<file path="src/rtl/mem_stage_lsu.sv">
// MEM-stage load/store unit: turns EX/MEM control into a valid/ready data-memory
// transaction, stalls the front end while it is outstanding and extends load data.
module mem_stage_lsu #(
    parameter int RSP_TIMEOUT = 255,
    parameter int CNT_W       = 8
) (
    input  logic        clk,
    input  logic        rst,
    input  logic        reg_write_en_in,
    input  logic        MemtoReg_in,
    input  logic        MemRead_in,
    input  logic        MemWrite_in,
    input  logic [31:0] alu_result_in,
    input  logic [31:0] rs2_data_in,
    input  logic [4:0]  rd_addr_in,
    input  logic [2:0]  funct3_in,
    output logic        stall_out,
    output logic        dmem_req_valid,
    input  logic        dmem_req_ready,
    output logic        dmem_req_we,
    output logic [31:0] dmem_req_addr,
    output logic [31:0] dmem_req_wdata,
    output logic [3:0]  dmem_req_be,
    input  logic        dmem_rsp_valid,
    input  logic [31:0] dmem_rsp_rdata,
    output logic        reg_write_en_out,
    output logic        MemtoReg_out,
    output logic [31:0] alu_result_out,
    output logic [31:0] mem_rdata_out,
    output logic [4:0]  rd_addr_out,
    output logic        misalign_out,
    output logic        timeout_out
);

    typedef enum logic [1:0] {
        S_IDLE = 2'd0,
        S_REQ  = 2'd1,
        S_RSP  = 2'd2,
        S_DONE = 2'd3
    } state_t;

    localparam logic             WD_EN_C   = (RSP_TIMEOUT != 0);
    localparam logic [CNT_W-1:0] WD_LAST_C = CNT_W'(RSP_TIMEOUT - 1);

    // Illegal funct3, conflicting read/write, or size-misaligned address.
    function automatic logic access_fault(input logic ld, input logic st,
                                          input logic [2:0] f3, input logic [1:0] a);
        logic f;
        f = 1'b0;
        if (ld && st) begin
            f = 1'b1;
        end else if (ld) begin
            case (f3)
                3'b000, 3'b100: f = 1'b0;
                3'b001, 3'b101: f = a[0];
                3'b010:         f = (a != 2'b00);
                default:        f = 1'b1;
            endcase
        end else if (st) begin
            case (f3)
                3'b000:  f = 1'b0;
                3'b001:  f = a[0];
                3'b010:  f = (a != 2'b00);
                default: f = 1'b1;
            endcase
        end else begin
            f = 1'b0;
        end
        return f;
    endfunction

    function automatic logic [3:0] store_be(input logic [2:0] f3, input logic [1:0] a);
        logic [3:0] be;
        case (f3)
            3'b000:  be = 4'b0001 << a;
            3'b001:  be = a[1] ? 4'b1100 : 4'b0011;
            3'b010:  be = 4'b1111;
            default: be = 4'b0000;
        endcase
        return be;
    endfunction

    function automatic logic [31:0] store_wdata(input logic [2:0] f3, input logic [31:0] d);
        logic [31:0] w;
        case (f3)
            3'b000:  w = {4{d[7:0]}};
            3'b001:  w = {2{d[15:0]}};
            default: w = d;
        endcase
        return w;
    endfunction

    function automatic logic [31:0] load_extend(input logic [2:0] f3, input logic [1:0] a,
                                                input logic [31:0] w);
        logic [7:0]  b;
        logic [15:0] h;
        logic [31:0] r;
        b = w[{a, 3'b000} +: 8];
        h = w[{a[1], 4'b0000} +: 16];
        case (f3)
            3'b000:  r = {{24{b[7]}}, b};
            3'b001:  r = {{16{h[15]}}, h};
            3'b010:  r = w;
            3'b100:  r = {24'h000000, b};
            3'b101:  r = {16'h0000, h};
            default: r = 32'h0000_0000;
        endcase
        return r;
    endfunction

    state_t             state_r, state_nxt_s;
    logic [CNT_W-1:0]   wd_r;
    logic               cap_we_r, cap_rw_r, cap_m2r_r, timeout_r;
    logic [31:0]        cap_addr_r, cap_wdata_r, rdata_r;
    logic [3:0]         cap_be_r;
    logic [2:0]         cap_f3_r;
    logic [4:0]         cap_rd_r;
    logic               mem_op_s, fault_s, capture_s, rsp_take_s, timeout_hit_s;

    assign mem_op_s = MemRead_in | MemWrite_in;
    assign fault_s  = access_fault(MemRead_in, MemWrite_in, funct3_in, alu_result_in[1:0]);

    // Next-state and output decode; IDLE passes EX/MEM fields straight through.
    always_comb begin
        state_nxt_s      = state_r;
        capture_s        = 1'b0;
        rsp_take_s       = 1'b0;
        timeout_hit_s    = 1'b0;
        stall_out        = 1'b0;
        dmem_req_valid   = 1'b0;
        dmem_req_we      = 1'b0;
        dmem_req_addr    = 32'h0000_0000;
        dmem_req_wdata   = 32'h0000_0000;
        dmem_req_be      = 4'b0000;
        reg_write_en_out = reg_write_en_in;
        MemtoReg_out     = MemtoReg_in;
        alu_result_out   = alu_result_in;
        rd_addr_out      = rd_addr_in;
        mem_rdata_out    = 32'h0000_0000;
        misalign_out     = 1'b0;
        timeout_out      = 1'b0;
        case (state_r)
            S_IDLE: begin
                if (mem_op_s && fault_s) begin
                    misalign_out     = 1'b1;
                    reg_write_en_out = 1'b0;
                end else if (mem_op_s) begin
                    stall_out   = 1'b1;
                    capture_s   = 1'b1;
                    state_nxt_s = S_REQ;
                end else begin
                    state_nxt_s = S_IDLE;
                end
            end
            S_REQ: begin
                stall_out        = 1'b1;
                dmem_req_valid   = 1'b1;
                dmem_req_we      = cap_we_r;
                dmem_req_addr    = {cap_addr_r[31:2], 2'b00};
                dmem_req_wdata   = cap_wdata_r;
                dmem_req_be      = cap_be_r;
                reg_write_en_out = 1'b0;
                MemtoReg_out     = cap_m2r_r;
                alu_result_out   = cap_addr_r;
                rd_addr_out      = cap_rd_r;
                if (dmem_req_ready) begin
                    state_nxt_s = cap_we_r ? S_DONE : S_RSP;
                end else begin
                    state_nxt_s = S_REQ;
                end
            end
            S_RSP: begin
                stall_out        = 1'b1;
                reg_write_en_out = 1'b0;
                MemtoReg_out     = cap_m2r_r;
                alu_result_out   = cap_addr_r;
                rd_addr_out      = cap_rd_r;
                if (dmem_rsp_valid) begin
                    rsp_take_s  = 1'b1;
                    state_nxt_s = S_DONE;
                end else if (WD_EN_C && (wd_r == WD_LAST_C)) begin
                    timeout_hit_s = 1'b1;
                    state_nxt_s   = S_DONE;
                end else begin
                    state_nxt_s = S_RSP;
                end
            end
            S_DONE: begin
                reg_write_en_out = cap_rw_r & ~timeout_r;
                MemtoReg_out     = cap_m2r_r;
                alu_result_out   = cap_addr_r;
                rd_addr_out      = cap_rd_r;
                mem_rdata_out    = rdata_r;
                timeout_out      = timeout_r;
                state_nxt_s      = S_IDLE;
            end
            default: begin
                state_nxt_s = S_IDLE;
            end
        endcase
    end

    // State, capture registers, load result and response watchdog.
    always_ff @(posedge clk) begin
        if (rst) begin
            state_r     <= S_IDLE;
            wd_r        <= '0;
            cap_we_r    <= 1'b0;
            cap_rw_r    <= 1'b0;
            cap_m2r_r   <= 1'b0;
            cap_addr_r  <= 32'h0000_0000;
            cap_wdata_r <= 32'h0000_0000;
            cap_be_r    <= 4'b0000;
            cap_f3_r    <= 3'b000;
            cap_rd_r    <= 5'd0;
            rdata_r     <= 32'h0000_0000;
            timeout_r   <= 1'b0;
        end else begin
            state_r <= state_nxt_s;
            wd_r    <= (state_r == S_RSP) ? wd_r + CNT_W'(1) : '0;
            if (capture_s) begin
                cap_we_r    <= MemWrite_in;
                cap_rw_r    <= reg_write_en_in;
                cap_m2r_r   <= MemtoReg_in;
                cap_addr_r  <= alu_result_in;
                cap_wdata_r <= store_wdata(funct3_in, rs2_data_in);
                cap_be_r    <= MemWrite_in ? store_be(funct3_in, alu_result_in[1:0]) : 4'b0000;
                cap_f3_r    <= funct3_in;
                cap_rd_r    <= rd_addr_in;
                rdata_r     <= 32'h0000_0000;
                timeout_r   <= 1'b0;
            end
            if (rsp_take_s) begin
                rdata_r <= load_extend(cap_f3_r, cap_addr_r[1:0], dmem_rsp_rdata);
            end
            if (timeout_hit_s) begin
                timeout_r <= 1'b1;
            end
        end
    end

endmodule

</file>
<file path="config.mk">
export PLATFORM = sky130hd
export DESIGN_NAME = mem_stage_lsu
export DESIGN_NICKNAME = d
export VERILOG_FILES = /design/src/rtl/mem_stage_lsu.sv
export SDC_FILE = /design/constraint.sdc
export NUM_CORES = 1
export LEC_CHECK = 0
export ABC_AREA = 1
export CELL_PAD_IN_SITES_DETAIL_PLACEMENT = 0
export CELL_PAD_IN_SITES_GLOBAL_PLACEMENT = 1
export CORE_MARGIN = 1
export CORE_UTILIZATION = 30
export CTS_BUF_LIST = sky130_fd_sc_hd__clkbuf_2
export CTS_CLUSTER_SIZE = 10
export DETAILED_ROUTE_END_ITERATION = 6
export PLACE_DENSITY_LB_ADDON = 0.08
export SYNTH_ARGS = -nofsm -noshare
export SYNTH_HDL_FRONTEND = slang
export SYNTH_SLANG_ARGS = --single-unit
</file>
<file path="constraint.sdc">
create_clock -name clk -period 2.1 [get_ports clk]
set_clock_uncertainty 0.05 [all_clocks]
set_input_delay 0.315 -clock clk [delete_from_list [all_inputs] [get_ports clk]]
set_output_delay 0.315 -clock clk [all_outputs]
set_load 0.01 [all_outputs]
</file>
==> summary.txt, run 1 <==
Status
  • Status: finished with violations
  • Failing checks: negative setup slack

STA
  • Final setup viols: approximately 140
  • Slew at the pin with the worst max-slew slack: 0.746 ns
  • Rel. slew slack: 49.7%
  • Worst hold slack: 0.0805 ns
  • FMAX: approximately 400 MHz
  • Final-report max-slew violation count: 0
  • Final period util: 119%
  • Fin worst setup slack: -0.403 ns
  • Sum Neg Setup Slack: -37.58 ns
  • Unrepaired setup endpoints after global routing: true
  • Endpoints failing hold: 0
  • Final min period: 2.50 ns

Setup path
  • FF-to-FF setup slack: 0.16 ns
  • Worst Setup EP: dmem_req_wdata[31]
  • Critical path peak fanout: 6
  • CP Launch Type: register
  • Critical path's slowest cell: dfxtp_2
  • CP Capture Type: primary output
  • WP data required: ~1.7 ns
  • WS Path Type: reg -> out
  • CP top delay family: buffers and inverters
  • Critical Path Max Stage Delay: ~0.39 ns
  • Worst reg2reg startpoint: state_r[0]
  • Worst reg2reg path endpoint: cap_wdata_r[27]
  • Worst Path Buf+Inv: 8
  • Worst Path Arrival: about 2.1 ns
  • Reg2reg path depth: 11
  • WP depth: 10
  • CP cell instances: inv_2 -> buf_6 -> ha_4 -> buf_6 -> buf_12 -> buf_12 -> buf_12 -> nand2_4 -> inv_2 -> buf_6

Clock network
  • Clock Latency Late Sink: roughly 0.70 ns
  • CTS tree: built
  • CTS Buffer Depth: 2
  • Clock Sinks: about 120
  • Clock transition at path regs: 0.19 ns
  • CTS Buf Count: 17
  • Clock root cell: clkbuf_2
  • H-tree depth: 4

Place
  • Pre-CTS WS: -0.605 ns
  • Post-DP HPWL: 17.4 mm
  • I/O Buffers: between 200 and 300
  • Global placement routability congestion: 0.854

Detailed routing
  • Initial DRC count: approximately 400
  • Vias per inst: between 4 and 5
  • 1st-pass router iterations: 4
  • Routed Wire Length: 27.0 mm
  • WL per Instance: around 15 um
  • Post-route DRC: 0
  • Vias: 8227
  • Antenna Nets Post-Route: 0

Power
  • Net Sw Frac: between 30 and 40%
  • Comb pwr share: between 40 and 50%
  • Static Leakage: approximately 0.0063 uW
  • Flop pwr share: 34.4%
  • Switching power total: between 2000 and 3000 uW
  • Clk pwr share: a little over a fifth
  • Maximum vdd drop: roughly 340 uV
  • Internal: ~5000 uW
  • Pwr/cell area: slightly below 700 mW/mm^2

Yosys
  • Avg Inst Size Synth: just under 6 sq um
  • Syn Inst Count: 1158
  • Synth cell types: 31
  • Yosys warnings: 0
  • Synth Register Bits: about 120
  • Seq/Total Area, Yosys: 35.4%
  • Mapped cell area: ~0.007 sq mm

GRT
  • Vias in the first global route: slightly below 8000
  • Total GRT Usage: roughly 22%
  • Largest net degree at the start of global routing: 85
  • GRT overflow: 0
  • Global-route wire length before repair: 41.3 mm
  • Initial antenna violation count: 2

Final layout
  • Share of cells above drive strength 1: approximately 31%
  • Fin util: a little over 50%
  • Layout area overhead: 66.2%
  • Fill count: between 2000 and 2500
  • Layout Nets: between 1500 and 2000

Die
  • Die area: approximately 0.024 sq mm
  • Placeable Area: 0.0226 sq mm
  • Initial Util: 30.6%
  • Chip Height: 154 um
  • Die width: 154 um
  • # IOs: about 260
  • Num rows: 55

Worst hold path
  • HP Class: in -> reg

Run
  • Max cap viols: 0
==> tightest hold or removal path: stages <==
cell	delay, ns
dlymetal6s2s_1	0.16
buf_4	0.16
o21ai_1	0.08
nor2_1	0.08
==> power by group through the flow <==
stage          combinational (uW)  clock (uW)  sequential (uW)
3_5_place_dp                 2630           0             2720
5_1_grt                      3800        1830             2760
3_3_place_gp                 2630           0             2720
2_1_floorplan                1370           0             2680
6_report                     3500        1690             2730
4_1_cts                      3200        1750             2690
==> synthesized netlist by cell type <==
cell      number  area share [%]
buf_1          2            0.11
nor2_2         2            0.18
nand4_1        9            0.82
buf_2          2            0.15
nand2_1      383              21
inv_1        140             7.6
buf_6          6            0.98
dfxtp_1      122              35
o311ai_0       3            0.38
o211ai_1       9            0.98
o21ai_0       81             5.9
nand3_1       54             3.9
nand3_4        1            0.25
conb_1         1           0.054
ha_1           7             1.3
clkbuf_1      51             2.8
nor2_1       179             9.7
a21oi_1       74             5.4
a31o_2         1            0.13
o21ai_1        2            0.15
o21bai_1       1            0.11
a211oi_1       1            0.11
o31ai_1        4            0.44
inv_2          1           0.054
xor2_1         1            0.13
or2_2          2            0.18
nand2_2        1           0.091
inv_4          1           0.091
nand2_4        1            0.16
nor3_1         3            0.22
buf_4         13             1.4
==> flip-flops by register name (all words and copies together) (netlist names), named ones only <==
| signal | cells |
|---|---|
| cap_addr_r | 32 |
| rdata_r | 32 |
| cap_wdata_r | 32 |
| wd_r | 8 |
| cap_rd_r | 5 |
| timeout_r | 1 |
| cap_m2r_r | 1 |
| cap_be_r | 4 |
| cap_we_r | 1 |
| cap_f3_r | 3 |
| state_r | 1 |
| cap_rw_r | 1 |
==> cell type report <==
cell class / count / area, sq um / share of cell area [%]
Clock inverter: 14 / 173 / 1.51
Antenna cell: 2 / 5.00 / 0.0437
Timing Repair Buffer: 368 / 3710 / 32.4
Clock buffer: 18 / 90.1 / 0.786
Inverter: 142 / 546 / 4.76
Sequential cell: 122 / 2440 / 21.3
Multi-Input combinational cell: 821 / 4140 / 36.1
Tap cell: 285 / 357 / 3.11
==> cell families (layout without fill, tap and decap cells) <==
| group | Yosys count | count (layout) | synth area share [%] |
|---|---|---|---|
| AO/OA/AOI/OAI | 176 | 176 | 13.5 |
| adder cells (fa/ha/maj) | 7 | 7 | 1.27 |
| flip-flops | 122 | 122 | 35.4 |
| AND/OR/NAND/NOR | 635 | 635 | 36.4 |
| XOR/XNOR | 1 | 1 | 0.127 |
| other | 1 | 4 | 0.0544 |
| buffers and inverters | 216 | 542 | 13.2 |
==> repair_timing <==
| action | CTS | global route |
|---|---|---|
| buffers inserted | 35 | 19 |
| endpoints found under the setup margin | 142 | 142 |
| cloned | 11 | 5 |
| pin swaps | 21 | 45 |
| gates resized for setup | 643 | 278 |
| hold endpoints to repair | 0 | 2 |
| hold buffers | 0 | 2 |
==> cell usage in the layout (no fill, tap or decap), types with 3 or more instances in the layout <==
cell type        netlist  routed
nor2_1               179     176
ha_1                   7       3
nand2_2                1      63
buf_16                 0       6
nand2_1              383     277
nand2_4                1      45
inv_1                140      97
dlymetal6s2s_1         0       3
buf_8                  0       4
o311ai_0               3       3
o21ai_0               81      79
o211ai_1               9       9
clkbuf_2               0      22
nor3_1                 3       3
ha_4                   0       4
nand3_1               54      53
buf_12                 0      26
clkbuf_16              0       4
buf_2                  2      77
clkinv_4               0       5
a21oi_1               74      74
buf_6                  6      84
clkdlybuf4s50_1        0     108
nor2_2                 2       3
o21ai_1                2       3
nand4_1                9       9
dfxtp_1              122     120
buf_4                 13      50
inv_2                  1      42
o31ai_1                4       3
bufinv_16              0       3
==> through the flow <==
| stage | total power [uW] | area (sq um) | instances |
|---|---|---|---|
| 2_1_floorplan | 4050 | 6900 | 1159 |
| 3_3_place_gp | 5350 | 9950 | 1675 |
| 3_5_place_dp | 5350 | 9950 | 1675 |
| 4_1_cts | 7650 | 10700 | 1753 |
| 5_1_grt | 8390 | 11500 | 1771 |
| 6_report | 7920 | 11500 | 1772 |
==> how the worst min path moves through the flow <==
stage	from	endpoint	cells past startpoint
after detailed placement	wd_r[0]	wd_r[0]	1
after global routing	funct3_in[1]	cap_f3_r[1]	4
after floorplan	wd_r[0]	wd_r[0]	1
after global placement	wd_r[0]	wd_r[0]	1
after CTS	alu_result_in[26]	cap_addr_r[26]	3
final	funct3_in[1]	cap_f3_r[1]	4
==> metal layers <==
layer  share of wire, %  global-route usage, %  routed length (um)  up-vias
met2                 47                   36.6               12600      224
met4                1.7                   5.43                 448        0
li1                   -                      -                   -     4203
met1                 45                   28.4               12100     3773
met3                6.7                   6.51                1820       27
met5                  0                      0                   0        -
Note: power is estimated with default switching activity, not from simulation.
==> run 2, diff against run 1 <==
- CTS_CLUSTER_SIZE: 10 -> 40
==> results of run 2 <==
The final DEF is identical to that of run 1; final timing and power are the same.
